**src/rtl/mem_host_ctrl.sv**
```systemverilog
// Initiator-side controller: turns valid/ready commands into single-cycle memory
// strobes, waits for mem_ready (with timeout) and returns a valid/ready response.
module mem_host_ctrl #(
    parameter int unsigned ADDR_W  = 4,
    parameter int unsigned DATA_W  = 8,
    parameter int unsigned TIMEOUT = 16
) (
    input  logic              clk,
    input  logic              reset,
    input  logic              cmd_valid,
    output logic              cmd_ready,
    input  logic              cmd_write,
    input  logic [ADDR_W-1:0] cmd_addr,
    input  logic [DATA_W-1:0] cmd_wdata,
    output logic              rsp_valid,
    input  logic              rsp_ready,
    output logic [DATA_W-1:0] rsp_rdata,
    output logic              rsp_err,
    output logic              mem_read,
    output logic              mem_write,
    output logic [ADDR_W-1:0] mem_addr,
    output logic [DATA_W-1:0] mem_din,
    input  logic [DATA_W-1:0] mem_dout,
    input  logic              mem_ready,
    output logic [7:0]        timeout_cnt
);

    localparam int unsigned TMR_W = (TIMEOUT > 2) ? $clog2(TIMEOUT) : 1;
    localparam int unsigned CNT_W = 8;
    localparam logic [TMR_W-1:0] TMR_LAST = TMR_W'(TIMEOUT - 1);
    localparam logic [CNT_W-1:0] CNT_MAX  = '1;

    typedef enum logic [1:0] {
        S_IDLE,
        S_ISSUE,
        S_WAIT,
        S_RESP
    } state_t;

    state_t            state_q, state_d;
    logic              cmd_ready_q, cmd_ready_d;
    logic              rsp_valid_q, rsp_valid_d;
    logic [DATA_W-1:0] rsp_rdata_q, rsp_rdata_d;
    logic              rsp_err_q, rsp_err_d;
    logic              mem_read_q, mem_read_d;
    logic              mem_write_q, mem_write_d;
    logic [ADDR_W-1:0] mem_addr_q, mem_addr_d;
    logic [DATA_W-1:0] mem_din_q, mem_din_d;
    logic              wr_q, wr_d;
    logic [TMR_W-1:0]  tmr_q, tmr_d;
    logic [CNT_W-1:0]  tcnt_q, tcnt_d;

    // State and output registers
    always_ff @(posedge clk or negedge reset) begin
        if (!reset) begin
            state_q     <= S_IDLE;
            cmd_ready_q <= 1'b1;
            rsp_valid_q <= 1'b0;
            rsp_rdata_q <= '0;
            rsp_err_q   <= 1'b0;
            mem_read_q  <= 1'b0;
            mem_write_q <= 1'b0;
            mem_addr_q  <= '0;
            mem_din_q   <= '0;
            wr_q        <= 1'b0;
            tmr_q       <= '0;
            tcnt_q      <= '0;
        end else begin
            state_q     <= state_d;
            cmd_ready_q <= cmd_ready_d;
            rsp_valid_q <= rsp_valid_d;
            rsp_rdata_q <= rsp_rdata_d;
            rsp_err_q   <= rsp_err_d;
            mem_read_q  <= mem_read_d;
            mem_write_q <= mem_write_d;
            mem_addr_q  <= mem_addr_d;
            mem_din_q   <= mem_din_d;
            wr_q        <= wr_d;
            tmr_q       <= tmr_d;
            tcnt_q      <= tcnt_d;
        end
    end

    // Next-state and next-output logic; strobes default low so they last one cycle
    always_comb begin
        state_d     = state_q;
        cmd_ready_d = cmd_ready_q;
        rsp_valid_d = rsp_valid_q;
        rsp_rdata_d = rsp_rdata_q;
        rsp_err_d   = rsp_err_q;
        mem_read_d  = 1'b0;
        mem_write_d = 1'b0;
        mem_addr_d  = mem_addr_q;
        mem_din_d   = mem_din_q;
        wr_d        = wr_q;
        tmr_d       = tmr_q;
        tcnt_d      = tcnt_q;

        unique case (state_q)
            S_IDLE: begin
                if (cmd_valid && cmd_ready_q) begin
                    state_d     = S_ISSUE;
                    cmd_ready_d = 1'b0;
                    wr_d        = cmd_write;
                    mem_addr_d  = cmd_addr;
                    mem_din_d   = cmd_wdata;
                    mem_write_d = cmd_write;
                    mem_read_d  = !cmd_write;
                end
            end
            S_ISSUE: begin
                tmr_d   = '0;
                state_d = S_WAIT;
            end
            S_WAIT: begin
                // mem_ready wins over a timer expiring in the same cycle
                if (mem_ready) begin
                    rsp_rdata_d = wr_q ? '0 : mem_dout;
                    rsp_err_d   = 1'b0;
                    rsp_valid_d = 1'b1;
                    state_d     = S_RESP;
                end else if (tmr_q == TMR_LAST) begin
                    rsp_rdata_d = '0;
                    rsp_err_d   = 1'b1;
                    rsp_valid_d = 1'b1;
                    if (tcnt_q != CNT_MAX) begin
                        tcnt_d = tcnt_q + CNT_W'(1);
                    end
                    state_d = S_RESP;
                end else begin
                    tmr_d = tmr_q + TMR_W'(1);
                end
            end
            S_RESP: begin
                if (rsp_ready) begin
                    rsp_valid_d = 1'b0;
                    cmd_ready_d = 1'b1;
                    state_d     = S_IDLE;
                end
            end
            default: begin
                state_d = S_IDLE;
            end
        endcase
    end

    assign cmd_ready   = cmd_ready_q;
    assign rsp_valid   = rsp_valid_q;
    assign rsp_rdata   = rsp_rdata_q;
    assign rsp_err     = rsp_err_q;
    assign mem_read    = mem_read_q;
    assign mem_write   = mem_write_q;
    assign mem_addr    = mem_addr_q;
    assign mem_din     = mem_din_q;
    assign timeout_cnt = tcnt_q;

endmodule
```
**config.mk**
```make
export PLATFORM = sky130hd
export DESIGN_NAME = mem_host_ctrl
export DESIGN_NICKNAME = d
export VERILOG_FILES = /design/src/rtl/mem_host_ctrl.sv
export SDC_FILE = /design/constraint.sdc
export NUM_CORES = 1
export LEC_CHECK = 0
export BUFFER_PORTS_ARGS = -buffer_cell sky130_fd_sc_hd__buf_4
export CORE_ASPECT_RATIO = 1.25
export CORE_UTILIZATION = 50
export CTS_CLUSTER_SIZE = 16
export DETAILED_ROUTE_END_ITERATION = 8
export GPL_TIMING_DRIVEN = 0
export PLACE_DENSITY = 0.78
export SYNTH_ARGS = -nofsm -noshare
export SYNTH_HDL_FRONTEND = slang
export SYNTH_SLANG_ARGS = --single-unit
```
**constraint.sdc**
```tcl
create_clock -name clk -period 3.57 [get_ports clk]
set_input_delay 0.1785 -clock clk [delete_from_list [all_inputs] [get_ports clk]]
set_output_delay 0.1785 -clock clk [all_outputs]
set_load 0.03 [all_outputs]
```
; ---- Yosys cells after proc, flatten, opt, wreduce, memory -nomap -nowiden
; Cells that the tools add are included.
[word_totals]
ff_bits = 40
input_bits = 26
output_inout_bits = 33
[classes]
n_addsub = 2
n_eq_ne = 10
muxes = 23
n_bitwise = 1
reduce_logical = 14
[ops]
columns = cell, count
row1 = two-way mux 8 bit, 3
row2 = AND reduction 3 bit, 4
row3 = two-way mux 1 bit, 10
row4 = adder 8 x 1 -> 8 bit (second input constant), 1
row5 = two-way mux 2 bit, 4
row6 = two-way mux 4 bit, 2
row7 = inequality test 2 bit (second input constant), 4
row8 = inequality test 8 bit (second input constant), 1
row9 = case mux 2 bit (4 select lines), 1
row10 = case mux 4 bit (2 select lines), 1
row11 = nonzero test 2 bit, 4
row12 = adder 4 x 1 -> 4 bit (second input constant), 1
row13 = equality test 2 bit (second input constant), 2
row14 = equality test 4 bit (second input constant), 1
row15 = case mux 1 bit (2 select lines), 2
row16 = AND reduction 2 bit, 2
row17 = AND reduction 4 bit, 1
row18 = inequality test 3 bit (second input constant), 1
row19 = equality test 2 x 1 -> 1 bit (second input constant), 1
row20 = zero test 2 bit, 1
row21 = logical AND 1 bit, 1
row22 = zero test 1 bit, 1
row23 = NOT 1 bit, 1

; ---- Depth between registers and ports, before layout
[depth]
depth_word = 4
depth_mapped = 7
ltp_nobuf = 5

; ---- Least setup slack after synthesis
; Ideal clock, no wire load.
[synth_timing]
kind = register -> register
startpoint = reg state_q[0]
endpoint = reg state_q[1]
setup_ns = 0.125
arrival_time_ns = 1.577
required_ns = 3.445
setup_slack_ns = 1.868
path_stages_with_launch = 8
period_less_slack_ns = 1.702
path_cell_list = dfrtp_1 > inv_1 > ha_1 > buf_6 > nor2b_4 > buf_6 > a221oi_4 > mux2_4
[synth_via]
elab_chain_len = 3
elab_cells_between_ends = 9
[synth_lines]
columns = item, line_no
row1 = from (decl), 40  ; state_t state_q, state_d;
row2 = from (signal assigned), 69  ; state_q <= state_d;
row3 = equality test 2 bit or zero test 2 bit (tied branches), 99  ; unique case (state_q)
row4 = inequality test 3 bit (no line) or inequality test 2 bit (tied branches), -
row5 = AND reduction 3 bit (no line), -
; Parallel ways exist; a longest one is shown, timed or not.
; A chain may end at the register's enable or synchronous reset.

; ---- Worst setup path in the final report
; Same ends and word-level chain as after synthesis.

==> metrics.txt <==
Yosys warnings 0; asr flop ratio synth 100%; Psw 175 uW; post-detailed-route wirelength per cell 15.5 um; die height 70.4 um; Worst setup EP type flop; antenna fix cells 0; share of cells above drive strength 1 45.8%; Clk pin slew, worst setup/hold paths 0.08 ns; Worst-Skew Late Latency 0.30 ns; IO Count 59; synth cell count leaders 39 x dfrtp_1, 17 x mux2_2, 10 x nand3_1; vias in the first global route 1480; Logic pwr share 4.3%; Slew Limit Headroom 64.3%; Layout Nets 245; crit path max fanout 10; minimum clock period 1.83 ns; Detailed Route WL 3.91 mm; Clk pwr share 38.1%; CTS root buffer clkbuf_8; Pleak 1.24 nW; total CTS buffers 5; Area after DPL 2360 um^2; post-synthesis sequential area ratio 53.5%; post-synth top area share 52.1%; Fmax achieved 548 MHz; Main synth FF type dfrtp_1; port bufs 58; Max-cap violations 0; antenna violations before repair 0; most common cell in the netlist dfrtp_1; Syn Area/Cell 12.7 um^2; reg2reg end state_q[1]; min-delay src cmd_write; CP Class flop to flop; largest net degree at the start of global routing 41; Setup Skew 0.00482 ns; Slew @ Worst Pin 0.534 ns; dpl hpwl 2.93 mm; CTS HTree Levels 2; Post-CTS Setup Inserts 0; Core Region 3540 um^2; FP Rows 24; total gr overflow 0; final hold vios 0; post-synthesis register bit count 40; Worst Path Arrival 2.01 ns; DP Cell Count 244; reg-to-reg setup timing slack 1.74 ns; status complete, no violations; Via Count 1365; global-route wire length before repair 6.81 mm; top post-synthesis cells by area dfrtp_1 52%, mux2_2 10%, ha_1 4.0%; fin util 69.3%; synthesized net count 179; DRC 0; CP startpoint state_q[0]; Post-synth EDFFs 0; R2R depth 7; fill count 282; Cell Pwr Density 320 nW/um^2; First-pass DRT Iterations 4; number of distinct library cells after synthesis 37; Clock Path Buffers 2; TritonCTS clock tree done; GRT Util Overall 22.3%; Die Area 3990 um^2; Total Power 786 uW; Area Overhead vs Synth 31.1%; Final GP Congestion 0.753; Layout Cells excl Fill 253; worst setup path end state_q[1]; Final Cycle Share 51.1%; Cell Area, Synth 1870 um^2; crit start category flop; Design Area, Final 2450 um^2; Sequential Power Share 57.6%; chip width 56.7 um; final antenna-violating net count 0; Hold WC Path Type input pin to flop; setup_tns 0 ns; CTS sink cnt 40; RSZ-0062 raised after global routing false; r2r startpoint state_q[0]; Synth area leader dfrtp_1; endpoints failing setup 0; Cells after Synth 147; maximum VDD drop 0.277 mV; P_int 610 uW; fin. max-slew vios 0; worst endpoint required time 3.75 ns; Vias per Instance 5.40; switching portion of total power 22.3%; 1st-iter DRT viols 68; Initial Util 52.8%
per-stage QoR:
step / setup slack (ns) / hold slack [ns]
after global placement: 1.82 / 0.178
after detailed placement: 1.77 / 0.184
after floorplan: 1.87 / -0.117
after global routing: 1.66 / 0.0293
final: 1.74 / 0.0310
after CTS: 1.74 / 0.0263
logic make-up (layout without fill, tap and decap cells):
group,after synthesis,count (layout),share of synthesized area [%]
simple gates,39,39,12.9
fa+ha+maj,6,6,4.01
mux,20,20,12.4
compound gates,27,27,12.4
xor+xnor,2,2,0.936
flops,40,40,53.5
buf+inv,13,80,3.88
final cells by class:
cell class | instances | area [um^2] | share of cell area (%)
Clock buffer | 6 | 72.6 | 2.96
Buffer | 4 | 38.8 | 1.58
Inverter | 9 | 33.8 | 1.38
Sequential cell | 40 | 1000 | 40.8
Tap cell | 39 | 48.8 | 1.99
Clock inverter | 2 | 16.3 | 0.663
Timing Repair Buffer | 59 | 445 | 18.1
Multi-Input combinational cell | 94 | 797 | 32.5
metal layers:
layer | GRT usage, % | vias to the layer above | share of wire [%]
li1 | - | 665 | -
met1 | 25.5 | 654 | 40
met2 | 39.0 | 37 | 54
met3 | 5.19 | 9 | 4.0
met4 | 10.3 | 0 | 2.4
met5 | 0 | - | 0
how the worst min path moves through the flow:
stage          cells past startpoint          end
2_1_floorplan                      0  mem_addr[0]
3_3_place_gp                       1    rsp_valid
3_5_place_dp                       1    rsp_valid
4_1_cts                            2     mem_read
5_1_grt                            2     mem_read
6_report                           2     mem_read
state kept, by name (all words and copies together), names as in the netlist:
register / count
cmd_ready: 1
mem_addr: 4
mem_din: 8
mem_read: 1
mem_write: 1
rsp_err: 1
rsp_rdata: 8
rsp_valid: 1
state_q: 2
timeout_cnt: 8
tmr_q: 4
wr_q: 1
power groups by stage:
stage | registers [mW] | clock network, mW | logic (mW)
final | 0.453 | 0.299 | 0.0335
after global routing | 0.453 | 0.324 | 0.0375
after CTS | 0.453 | 0.308 | 0.0346
after detailed placement | 0.462 | 0 | 0.0338
after global placement | 0.462 | 0 | 0.0324
after floorplan | 0.462 | 0 | 0.00139
cells in the final DEF, fill, tap and decap left out, types with 3 or more instances in the layout:
| master | n |
|---|---|
| nor2_1 | 4 |
| clkbuf_8 | 5 |
| dfrtp_1 | 39 |
| a22o_1 | 8 |
| buf_6 | 3 |
| a21oi_1 | 3 |
| ha_1 | 6 |
| nand2_1 | 8 |
| o211ai_1 | 4 |
| nand4_1 | 3 |
| mux2_2 | 17 |
| nand3_1 | 10 |
| o21ai_0 | 5 |
| buf_4 | 58 |
| inv_1 | 9 |
worst max-delay path, cell delays in order (launching register included):
cell	delay (ns)
dfrtp_1	0.41
inv_1	0.08
ha_1	0.21
buf_6	0.15
nor2b_4	0.12
buf_6	0.14
a221oi_4	0.28
mux2_4	0.32
what timing repair did:
| action | 4_1_cts | 5_1_grt |
|---|---|---|
| endpoints found under the hold margin | 39 | 0 |
| gates resized for setup | 0 | 0 |
| hold buffers | 1 | 0 |
(Power assumes the default switching activity.)
